$ cat src/rtl/wb_slave_regfile.sv
// wb_slave_regfile: Wishbone classic slave with a byte-lane register file, programmable wait states and range check.
// Define WB_SLAVE_REGFILE_ERR_EN to terminate out-of-range accesses with wb_err_o instead of wb_ack_o.
module wb_slave_regfile #(
  parameter int          dw          = 32,
  parameter int          aw          = 32,
  parameter int          DEPTH       = 16,
  parameter logic [31:0] BASE_ADDR   = 32'h0,
  parameter int          WAIT_STATES = 1
) (
  input  logic          wb_clk,
  input  logic          wb_rst_n,
  input  logic [aw-1:0] wb_adr_i,
  input  logic [dw-1:0] wb_dat_i,
  input  logic [3:0]    wb_sel_i,
  input  logic          wb_we_i,
  input  logic          wb_cyc_i,
  input  logic          wb_stb_i,
  input  logic [2:0]    wb_cti_i,
  input  logic [1:0]    wb_bte_i,
  output logic [dw-1:0] wb_dat_o,
  output logic          wb_ack_o,
  output logic          wb_err_o,
  output logic          wb_rty_o
);
  localparam int IW = $clog2(DEPTH);
  typedef enum logic [1:0] {IDLE, WAIT, RESP} state_t;
  state_t        r_state;
  logic [7:0]    r_cnt;
  logic          r_hit;
  logic          r_we;
  logic [3:0]    r_sel;
  logic [dw-1:0] r_wdat;
  logic [IW-1:0] r_idx;
  logic [dw-1:0] r_dat;
  logic          r_ack;
  logic          r_err;
  logic [dw-1:0] r_mem [DEPTH];
  logic [31:0]   w_off;
  logic          w_hit;
  logic          w_unused;
  assign w_off    = 32'(wb_adr_i) - BASE_ADDR;
  assign w_hit    = (w_off < 32'(DEPTH * 4)) && (w_off[1:0] == 2'b00);
  assign w_unused = &{1'b0, wb_cti_i, wb_bte_i};
  assign wb_dat_o = r_dat;
  assign wb_ack_o = r_ack;
  assign wb_err_o = r_err;
  assign wb_rty_o = 1'b0;
  // WAIT always lasts WAIT_STATES+1 cycles, so the termination lands on edge N+1+WAIT_STATES
  always_ff @(posedge wb_clk or negedge wb_rst_n) begin
    if (!wb_rst_n) begin
      r_state <= IDLE;
      r_cnt   <= '0;
      r_hit   <= 1'b0;
      r_we    <= 1'b0;
      r_sel   <= '0;
      r_wdat  <= '0;
      r_idx   <= '0;
      r_dat   <= '0;
      r_ack   <= 1'b0;
      r_err   <= 1'b0;
      for (int i = 0; i < DEPTH; i++) r_mem[i] <= '0;
    end else begin
      r_ack <= 1'b0;
      r_err <= 1'b0;
      case (r_state)
        IDLE: if (wb_cyc_i && wb_stb_i) begin
          r_hit   <= w_hit;
          r_idx   <= w_off[IW+1:2];
          r_we    <= wb_we_i;
          r_sel   <= wb_sel_i;
          r_wdat  <= wb_dat_i;
          r_cnt   <= 8'(WAIT_STATES);
          r_state <= WAIT;
        end
        WAIT: if (!wb_cyc_i) r_state <= IDLE;
        else if (r_cnt != 8'd0) r_cnt <= r_cnt - 8'd1;
        else begin
          r_state <= RESP;
          if (r_hit) begin
            r_ack <= 1'b1;
            if (r_we) begin
              for (int k = 0; k < 4; k++) if (r_sel[k]) r_mem[r_idx][8*k +: 8] <= r_wdat[8*k +: 8];
            end else r_dat <= r_mem[r_idx];
          end else begin
`ifdef WB_SLAVE_REGFILE_ERR_EN
            r_err <= 1'b1;
`else
            r_ack <= 1'b1;
            if (!r_we) r_dat <= '0;
`endif
          end
        end
        RESP: r_state <= IDLE;
        default: r_state <= IDLE;
      endcase
    end
  end
endmodule

$ cat config.mk
export PLATFORM = sky130hd
export DESIGN_NAME = wb_slave_regfile
export DESIGN_NICKNAME = d
export VERILOG_FILES = /design/src/rtl/wb_slave_regfile.sv
export SDC_FILE = /design/constraint.sdc
export NUM_CORES = 1
export LEC_CHECK = 0
export BUFFER_PORTS_ARGS = -buffer_cell sky130_fd_sc_hd__buf_2
export CORE_UTILIZATION = 35
export DETAILED_ROUTE_END_ITERATION = 6
export PLACE_DENSITY = 0.56
export SLEW_MARGIN = 20
export SYNTH_ARGS = -nofsm -noshare
export SYNTH_HDL_FRONTEND = slang
export SYNTH_SLANG_ARGS = --single-unit
$ cat constraint.sdc
create_clock -name wb_clk -period 5.6 [get_ports wb_clk]
set_input_delay 0.28 -clock wb_clk [delete_from_list [all_inputs] [get_ports wb_clk]]
set_output_delay 0.28 -clock wb_clk [all_outputs]
set_load 0.005 [all_outputs]
### Word-level counts from Yosys, hierarchy flattened

Cells that the tools add are included.

* output and inout bits: 35
* input bits: 78
* register bits after elaboration: 597

* equal/unequal tests: 5
* reductions and logical operators: 12
* bitwise operators: 3
* add/sub/neg operators: 1
* mux-type cells: 48
* order comparisons: 3

Operators with widths (count)
* 512-bit 2-to-1 mux: 19
* 512-bit bitwise mux: 4
* 32-bit demux with 4-bit select: 4
* 32-bit 2-to-1 mux: 6
* 32-bit binary-select mux with 4-bit select: 1
* 32-bit by 7-bit less-than comparator with 1-bit output (second input constant): 1
* 8-bit 2-to-1 mux: 4
* 24-bit 2-to-1 mux: 1
* 16-bit 2-to-1 mux: 1
* 8-bit case mux with 2 select lines: 1
* 4-bit AND reduction: 2
* 8-bit nonzero test: 1
* 8-bit by 1-bit subtractor with 8-bit output (second input constant): 1
* 2-bit 2-to-1 mux: 3
* 2-bit != test (second input constant): 3
* 5-bit greater-or-equal comparator (second input constant): 1
* 5-bit by 1-bit less-than comparator with 1-bit output (second input constant): 1
* 4-bit NOT with 5-bit output: 1
* 5-bit AND reduction: 1
* 2-bit logical NOT: 2
* 2-bit case mux with 2 select lines: 1
* 2-bit AND reduction: 2
* 1-bit logical AND: 3
* 1-bit 2-to-1 mux: 3
* 4 further kinds: 5

### Longest topological paths before layout

Gate-level depths: netlist of run 1.

* depth in word-level cells: 28
* gate-level depth with buffers: 9
* depth with buffers taken out: 6

### Worst setup path after synthesis of run 1

Ideal clock, no wire load.

* kind: reg-to-reg
* start point: register r_cnt[0]
* end point: register r_mem[432] (netlist name)
* path slack: 3.288 ns
* stages on the path, launching flop included: 9
* arrival time: 2.185 ns
* period minus slack after synthesis: 2.312 ns
* cells stage by stage: dfrtp_1 > inv_1 > ha_1 > or3b_2 > buf_2 > nor3_4 > buf_4 > nand2_2 > mux2_1

* cells in the longest elaborated chain, start to end: 3

RTL lines
* start, declared: RTL line 28 `logic [7:0] r_cnt;`
* start signal, assigned: RTL line 72 `r_cnt <= 8'(WAIT_STATES);`
* start signal, assigned: RTL line 76 `else if (r_cnt != 8'd0) r_cnt <= r_cnt - 8'd1;`
* 8-bit nonzero test: RTL line 76
* 1-bit NOT (no source line)
* 5-bit AND reduction (no source line)
* end, declared: RTL line 37 `logic [dw-1:0] r_mem [DEPTH];`

No other way between the ends.
A chain may end at the register's enable or synchronous reset.

### Final worst setup path of run 1

* start point: register r_cnt[0]
* end point: register r_mem[262] (netlist name)

Same word-level chain as after synthesis.

==> metrics.yaml, run 1 <==
grt_start_max_net_pins: 165
clock_sinks: 597
yosysWarningCount: 0
grt_pass1_wl_um: 101000
drv_slew: 0
min_path_type: "in2reg"
clk_pin_slew_ns: 0.06
power_density_mw_per_mm2: 348
slowest_delay_ns: 0.82
cts-buffers-inserted: 67
synthArstFlopShare_pct: 100
switchingPower_mw: 3.18
peakVddDrop_mv: 0.215
synth_ff_type: "dfrtp_1"
cts_resized: 0
drv_cap: 0
place_area_mm2: 0.0283
dp_hpwl_um: 37800
dr.pass1.iters: 4
synthesis.area_mm2: 0.0268
layout_common_cells: "dfrtp_1 (593), mux2_1 (264), mux2_2 (248)"
die_area_mm2: 0.0776
synth_seq_cells: 597
routed_wl_um: 63800
start_util_pct: 35.3
status: "complete, no violations"
finalSetupViolations: 0
fin_tns_setup_ns: 0
endpoint_kind: "register"
drive_above_1_share_pct: 34.1
core-area_mm2: 0.0758
seq_power_share_pct: 47.4
postCtsSetupBuffers: 0
ant_nets: 0
power_frac_clock_pct: 39.8
wl_per_cell_um: 22.0
path_cells: "inv_1, ha_1, or3b_2, nor3_4, nand2_1, mux2_1"
areaGrowthSynthToFinish_pct: 15.4
synth_cell_types: 42
ys_seq_area_share_pct: 55.8
rsz0062_at_grt: "no"
p_int_mw: 7.55
relSlewSlack_pct: 29.0
synth_edf_count: 0
fin_skew_ns: 0.0258
max_freq_mhz: 287
dieHeight_um: 278
grt-ovfl-total: 0
criticalPathCategory: "reg2reg"
arrival_ns: 3.95
grt_pass1_vias: 16443
nNetsFinal: 1951
fp-row-count: 101
combPwrFrac_pct: 12.8
stdcell_area_mm2: 0.0309
drt_iter0_drc: 899
worstPathRequired_ns: 6.06
antenna_cells_inserted: 0
cts_tree: "done"
globalplace.congestion: 0.734
clock_latency_ns: 0.60
antenna_found_initial: 2
route.detailed.drc: 0
fin_crit_ns: 3.49
worst_pin_slew_ns: 1.06
startpoint_type: "register"
p_sw_share_pct: 29.6
clockBufferDepth: 3
finalCritPeriodShare_pct: 62.2
root_buffer: "clkbuf_16"
critPathSlowestCell: "nor3_4"
avgSynthCellArea_um2: 15.4
worstPathMaxFanout: 16
die_w_um: 278
htreeDepth: 3
final_common_cell: "dfrtp_1"
netlist_instances: 1741
grt_usage_pct: 17.1
num_io_pins: 113
hold_viol: 0
io_buffers: 105
num_vias: 15213
cellLeakagePower_nw: 15.3
viasPerCell: 5.25
## path summary, 6_finish.rpt
kind	start	end	slack, ns	depth (start not counted)
hold reg to reg	r_mem[186]	r_mem[186]	0.48	1
setup / recovery	r_cnt[0]	r_mem[262]	2.11	6
min in group asynchronous	wb_rst_n	r_mem[315]	0.44	2
max in group asynchronous	wb_rst_n	r_mem[218]	3.62	3
hold / removal	wb_we_i	r_we	0.03	3
setup reg to reg	r_cnt[0]	r_mem[262]	2.11	6
## synth_stat cells, types with 2 or more instances
cell type    n  share of area [%]
nand2_2     30               0.70
and3b_1      2              0.065
nor3_2       6               0.22
a22o_1      32                1.0
nand2b_1     2              0.047
nand4_1      3              0.070
o211ai_1     2              0.056
buf_2       16               0.30
mux2_1     264                 11
a21oi_1      3              0.056
nor4_1       8               0.19
buf_4        6               0.17
nand2_1    145                2.0
nor4bb_1     2              0.075
nor3_4      13               0.79
o31ai_1      3              0.084
clkbuf_1    70               0.98
nand4b_1     6               0.20
mux2i_1     99                3.7
nor2_1      20               0.28
mux4_2     128                 11
inv_1        3              0.042
dfrtp_1    597                 56
nor3_1       3              0.056
mux2_2     248                 10
buf_1       12               0.17
or4_1        2              0.056
nand3_1      2              0.037
## metrics by stage
step	std cells	hold slack [ns]	setup WS, ns	total power, mW	utilization [%]
2_1_floorplan	1742	-0.0156	3.29	5.94	-
3_3_place_gp	2736	0.465	2.19	6.52	37.3
3_5_place_dp	2736	0.474	2.15	6.56	37.3
5_1_grt	2897	0.0493	1.94	11.2	40.7
6_report	2897	0.0330	2.11	10.7	40.7
4_1_cts	2897	0.00780	2.12	10.9	40.7
## registers in the layout, summed over array words and instances, names as in the netlist
| register | count |
|---|---|
| r_hit | 1 |
| r_idx | 4 |
| wb_ack_o | 1 |
| r_sel | 4 |
| r_wdat | 32 |
| wb_dat_o | 32 |
| r_cnt | 8 |
| r_mem | 512 |
| r_we | 1 |
| r_state | 2 |
## final cells by class
cell class              instances  area, um2
clock buffers                  98       1980
clock inverters                18        144
fillers                      6959      45000
inverters                       3       11.3
multi-input cells            1038      11400
flip-flops and latches        597      15000
well taps                     978       1220
repair buffers                165       1140
## critical path, delay by kind of cell, from the launching register on
family / cells / cell delay, ns
and+or+nand+nor: 3 / 2.15
muxes: 1 / 0.51
DFF: 1 / 0.40
adders and majority gates: 1 / 0.22
buffers and inverters: 1 / 0.07
## layer usage
metal	wire (um)	GRT usage, %	vias up
li1	-	-	6710
met1	28600	23.4	8108
met2	29800	26.9	289
met3	3730	3.77	102
met4	1670	5.76	4
met5	31	0	-
## power groups by stage
stage | clock [mW] | sequential, mW | combinational (mW)
2_1_floorplan | 0 | 4.67 | 1.27
3_3_place_gp | 0 | 5.14 | 1.38
3_5_place_dp | 0 | 5.17 | 1.39
4_1_cts | 4.40 | 5.09 | 1.42
5_1_grt | 4.58 | 5.15 | 1.50
6_report | 4.27 | 5.08 | 1.37
## repair_timing
item	in CTS	in global routing
hold buffers	45	0
hold endpoints to repair	159	0
setup endpoints to repair	0	0
## logic make-up after synthesis
logic type | count (synthesis) | synth area share [%]
AOI/OAI and AO/OA | 43 | 1.33
and+or+nand+nor | 251 | 5.02
muxes | 739 | 36.0
xor gates and xnor gates | 2 | 0.0655
other | 1 | 0.0140
DFF | 597 | 55.8
buffers and inverters | 107 | 1.66
adders and majority gates | 1 | 0.0468
No activity file was read; power rests on OpenSTA's default activity.
==> run 2, diff against run 1 <==
Clock period 5.6 ns to 3.55 ns, I/O delays scaled along.
==> run 2 against run 1 <==
Compared with the run above: clock power grew 65%; non-clock buffer count grew 25; register-to-register slack lost 1.7 ns; setup slack lost 1.7 ns; wire length grew 1.5%; hold slack lost 0.0059 ns; cell count grew 0.97%; clock skew grew 0.0018 ns; sequential cell count is the same.
==> metrics.yaml, run 2 (synthesis gave the netlist of run 1 again) <==
status: "complete, no violations"
root_buffer: "clkbuf_16"
fin_skew_ns: 0.0276
fin_tns_setup_ns: 0
ant_nets: 0
nNetsFinal: 1977
drv_cap: 0
antenna_found_initial: 0
drv_slew: 0
max_freq_mhz: 323
routed_wl_um: 64800
slowest_delay_ns: 0.68
clk_pin_slew_ns: 0.06
htreeDepth: 3
clockBufferDepth: 3
grt_usage_pct: 17.3
arrival_ns: 3.63
num_io_pins: 113
relSlewSlack_pct: 34.7
dp_cells: 2758
finalSetupViolations: 0
viasPerCell: 5.24
die_area_mm2: 0.0776
hold_viol: 0
dieHeight_um: 278
min_path_type: "in2reg"
drive_above_1_share_pct: 34.7
clock_latency_ns: 0.61
wl_per_cell_um: 22.2
io_buffers: 105
dp_hpwl_um: 38800
grt_pass1_vias: 16551
final_common_cell: "dfrtp_1"
areaGrowthSynthToFinish_pct: 16.9
startpoint_type: "register"
antenna_cells_inserted: 0
worstPathMaxFanout: 17
num_vias: 15331
critPathSlowestCell: "and3_2"
clock_sinks: 597
die_w_um: 278
drt_iter0_drc: 927
cellLeakagePower_nw: 15.5
cts-buffers-inserted: 68
start_util_pct: 35.3
cp_top_family: "simple AND/OR/NAND/NOR gates"
cts_resized: 0
fillers: 6943
finalCritPeriodShare_pct: 87.3
endpoint_kind: "register"
final_cells: 2925
grt_pass1_wl_um: 102000
criticalPathCategory: "reg2reg"
dr.pass1.iters: 4
fp-row-count: 101
largest_register: "r_mem"
worstPathRequired_ns: 4.08
worst_pin_slew_ns: 0.979
core-area_mm2: 0.0758
path_buf_inv: 2
rsz0062_at_grt: "no"
cts_tree: "done"
grt-ovfl-total: 0
path_cells: "inv_1, ha_1, or3b_2, nor3_1, and3_2, buf_12, a22o_1"
route.detailed.drc: 0
largest_register_ffs: 512
power_density_mw_per_mm2: 553
grt_start_max_net_pins: 106
final_core_util_pct: 41.3
layout_common_cells: "dfrtp_1 (593), mux2_1 (264), mux2_2 (248)"
globalplace.congestion: 0.719
peakVddDrop_mv: 0.378
fin_crit_ns: 3.10
==> run 2: final cells by class <==
class	count	area (um2)	area share, %
inverter	3	11.3	0.0360
clock buffer	103	2010	6.41
multi-input combinational	1038	11400	36.5
sequential	597	15000	47.8
clock inverter	16	231	0.740
timing repair buffer	190	1440	4.62
tap	978	1220	3.91
==> run 2: metal layers <==
layer | wire length (um) | global-route usage (%)
met5 | 122 | 1.13
met1 | 29800 | 23.9
met3 | 3110 | 3.29
met2 | 30000 | 27.1
met4 | 1840 | 6.09
==> run 2: final timing paths <==
kind / slack [ns] / cells past startpoint / endpoint / start
max reg2reg: 0.45 / 7 / wb_dat_o[13] / r_cnt[0]
min: 0.03 / 4 / r_sel[2] / wb_stb_i
min in group asynchronous: 0.23 / 2 / r_mem[283] / wb_rst_n
max in group asynchronous: 2.16 / 3 / r_idx[0] / wb_rst_n
max: 0.45 / 7 / wb_dat_o[13] / r_cnt[0]
min reg2reg: 0.48 / 1 / r_mem[285] / r_mem[285]
==> run 2: worst min-delay path: cells and delay by family <==
| family | cells | cell delay [ns] |
|---|---|---|
| buffers and inverters | 1 | 0.12 |
| AND/OR/NAND/NOR | 3 | 0.29 |
==> run 2: power breakdown <==
part,internal [mW],switching [mW]
Combinational,0.958,1.46
Sequential,7.03,0.822
Clock,4.26,2.77
Total,12.2,5.05
==> run 2: what timing repair did <==
item | CTS | global route
setup buffers | 0 | 0
hold buffers | 48 | 0
hold endpoints to repair | 138 | 0
==> run 2: through the flow <==
| step | setup slack (ns) | hold WS, ns | instance area, um2 | total power, mW |
|---|---|---|---|---|
| 3_3_place_gp | 0.522 | 0.315 | 28600 | 10.4 |
| 4_1_cts | 0.473 | 0.000606 | 31300 | 17.6 |
| 6_report | 0.452 | 0.0270 | 31300 | 17.3 |
| 5_1_grt | 0.343 | 0.0436 | 31300 | 18.1 |
| 2_1_floorplan | 1.24 | -0.118 | 26800 | 9.37 |
| 3_5_place_dp | 0.489 | 0.335 | 28600 | 10.4 |
==> run 3, diff against run 2 <==
==> constraint.sdc (replaced) <==
create_clock -name wb_clk -period 3.55 [get_ports wb_clk]
set_input_delay 0.355 -clock wb_clk [delete_from_list [all_inputs] [get_ports wb_clk]]
set_output_delay 0.355 -clock wb_clk [all_outputs]
set_load 0.005 [all_outputs]
==> run 3 against run 2 <==
Compared with the run above: via count shrank 0.23%; first-iteration DRC count shrank 18%; sequential power is essentially flat; hold slack gained 0.021 ns; maximum frequency grew 1.2%; clock skew shrank 0.0040 ns; register-to-register slack gained 0.04 ns; count of clock-buffer cells in the layout shrank 5; global-route usage shrank 0.094 points; sequential share of layout area grew 0.082 points; setup slack gained 0.036 ns; clock power grew 2%; critical path type unchanged; critical endpoint is now wb_dat_o[5].
==> metrics.yaml, run 3 (synthesis gave the netlist of run 1 again) <==
grt_pass1_wl_um: 102000
grt_pass1_vias: 16864
hold_viol: 0
criticalPathCategory: "reg2reg"
power.total_mw: 17.5
clockBufferDepth: 3
viasPerCell: 5.25
worstPathRequired_ns: 4.07
globalplace.congestion: 0.738
io_buffers: 105
drv_slew: 0
largest_register_ffs: 512
routed_wl_um: 64300
htreeDepth: 3
ant_nets: 0
fin_skew_ns: 0.0236
clock_latency_ns: 0.60
fp-row-count: 101
antenna_cells_inserted: 0
rsz0062_at_grt: "no"
holdBufCountCts: 40
power_density_mw_per_mm2: 559
fin_crit_ns: 3.06
num_io_pins: 113
route.detailed.drc: 0
drive_above_1_share_pct: 34.9
peakVddDrop_mv: 0.326
path_cells: "inv_1, ha_1, or3b_2, nor3_1, and3_2, buf_12, a22o_1"
slowest_delay_ns: 0.68
fin_tns_setup_ns: 0
final_common_cell: "dfrtp_1"
cts-buffers-inserted: 67
startpoint_type: "register"
grt_usage_pct: 17.2
finalSetupViolations: 0
relSlewSlack_pct: 39.2
cellLeakagePower_nw: 15.4
drt_iter0_drc: 764
antenna_found_initial: 3
finalCritPeriodShare_pct: 86.3
wl_per_cell_um: 22.1
num_vias: 15296
clock_sinks: 597
final_core_util_pct: 41.2
worst_pin_slew_ns: 0.911
start_util_pct: 35.3
postCtsSetupBuffers: 0
die_area_mm2: 0.0776
drv_cap: 0
nNetsFinal: 1967
place_area_mm2: 0.0285
cts_resized: 0
dr.pass1.iters: 6
min_path_type: "in2reg"
arrival_ns: 3.58
endpoint_kind: "register"
dp_hpwl_um: 38800
clk_pin_slew_ns: 0.06
root_buffer: "clkbuf_16"
dieHeight_um: 278
critPathSlowestCell: "and3_2"
die_w_um: 278
status: "complete, no violations"
cts_tree: "done"
areaGrowthSynthToFinish_pct: 16.7
largest_register: "r_mem"
worstPathMaxFanout: 17
max_freq_mhz: 327
layout_common_cells: "dfrtp_1 (593), mux2_1 (264), mux2_2 (248)"
grt-ovfl-total: 0
stdcell_area_mm2: 0.0312
core-area_mm2: 0.0758
grt_start_max_net_pins: 130
==> run 3: cell count changes in the layout (fill, tap and decap cells not counted), moves of 3 or more <==
cell | before | now
bufinv_16 | 5 | 8
clkbuf_16 | 70 | 73
clkbuf_1 | 20 | 17
clkbuf_8 | 13 | 8
dlygate4sd3_1 | 48 | 40
inv_6 | 4 | 0
==> run 3: layout make-up <==
class | count | area, um2
clock buffers | 98 | 2000
clock inverters | 18 | 295
fillers | 6930 | 44600
inverters | 3 | 11.3
multi-input cells | 1038 | 11400
flip-flops and latches | 597 | 15000
well taps | 978 | 1220
repair buffers | 181 | 1330
==> run 3: path summary, 6_finish.rpt <==
path,start,cells after the start,slack [ns],end
setup / recovery,r_cnt[0],7,0.49,wb_dat_o[5]
hold / removal,wb_adr_i[1],4,0.05,r_hit
setup reg to reg,r_cnt[0],7,0.49,wb_dat_o[5]
hold reg to reg,r_mem[301],1,0.48,r_mem[301]
max in group asynchronous,wb_rst_n,3,2.10,r_idx[2]
min in group asynchronous,wb_rst_n,2,0.38,r_mem[92]
==> run 3: metrics by stage <==
stage | cells | hold WS, ns | worst slack [ns]
4_1_cts | 2913 | 0.00712 | 0.506
3_3_place_gp | 2757 | 0.393 | 0.535
3_5_place_dp | 2757 | 0.403 | 0.507
5_1_grt | 2913 | 0.0546 | 0.321
2_1_floorplan | 1742 | 0.0594 | 1.24
6_report | 2913 | 0.0479 | 0.488
==> run 3: metal layers <==
| metal | routed length (um) | track usage, % |
|---|---|---|
| met3 | 2950 | 2.90 |
| met5 | 13 | 0 |
| met4 | 1810 | 6.10 |
| met2 | 29400 | 26.7 |
| met1 | 30100 | 24.4 |
==> run 3: power breakdown <==
| part | leakage, nW | switching [mW] | internal [mW] |
|---|---|---|---|
| clock network | 1.12 | 2.73 | 4.48 |
| registers | 8.27 | 0.803 | 7.03 |
| logic | 6.05 | 1.49 | 0.930 |
==> run 3: worst max-delay path: cells and delay by family (launching register included) <==
| kind | cells | cell delay [ns] |
|---|---|---|
| AO/OA/AOI/OAI | 1 | 0.15 |
| adder cells (fa/ha/maj) | 1 | 0.21 |
| buffers and inverters | 2 | 0.33 |
| flip-flops | 1 | 0.40 |
| AND/OR/NAND/NOR | 3 | 1.89 |
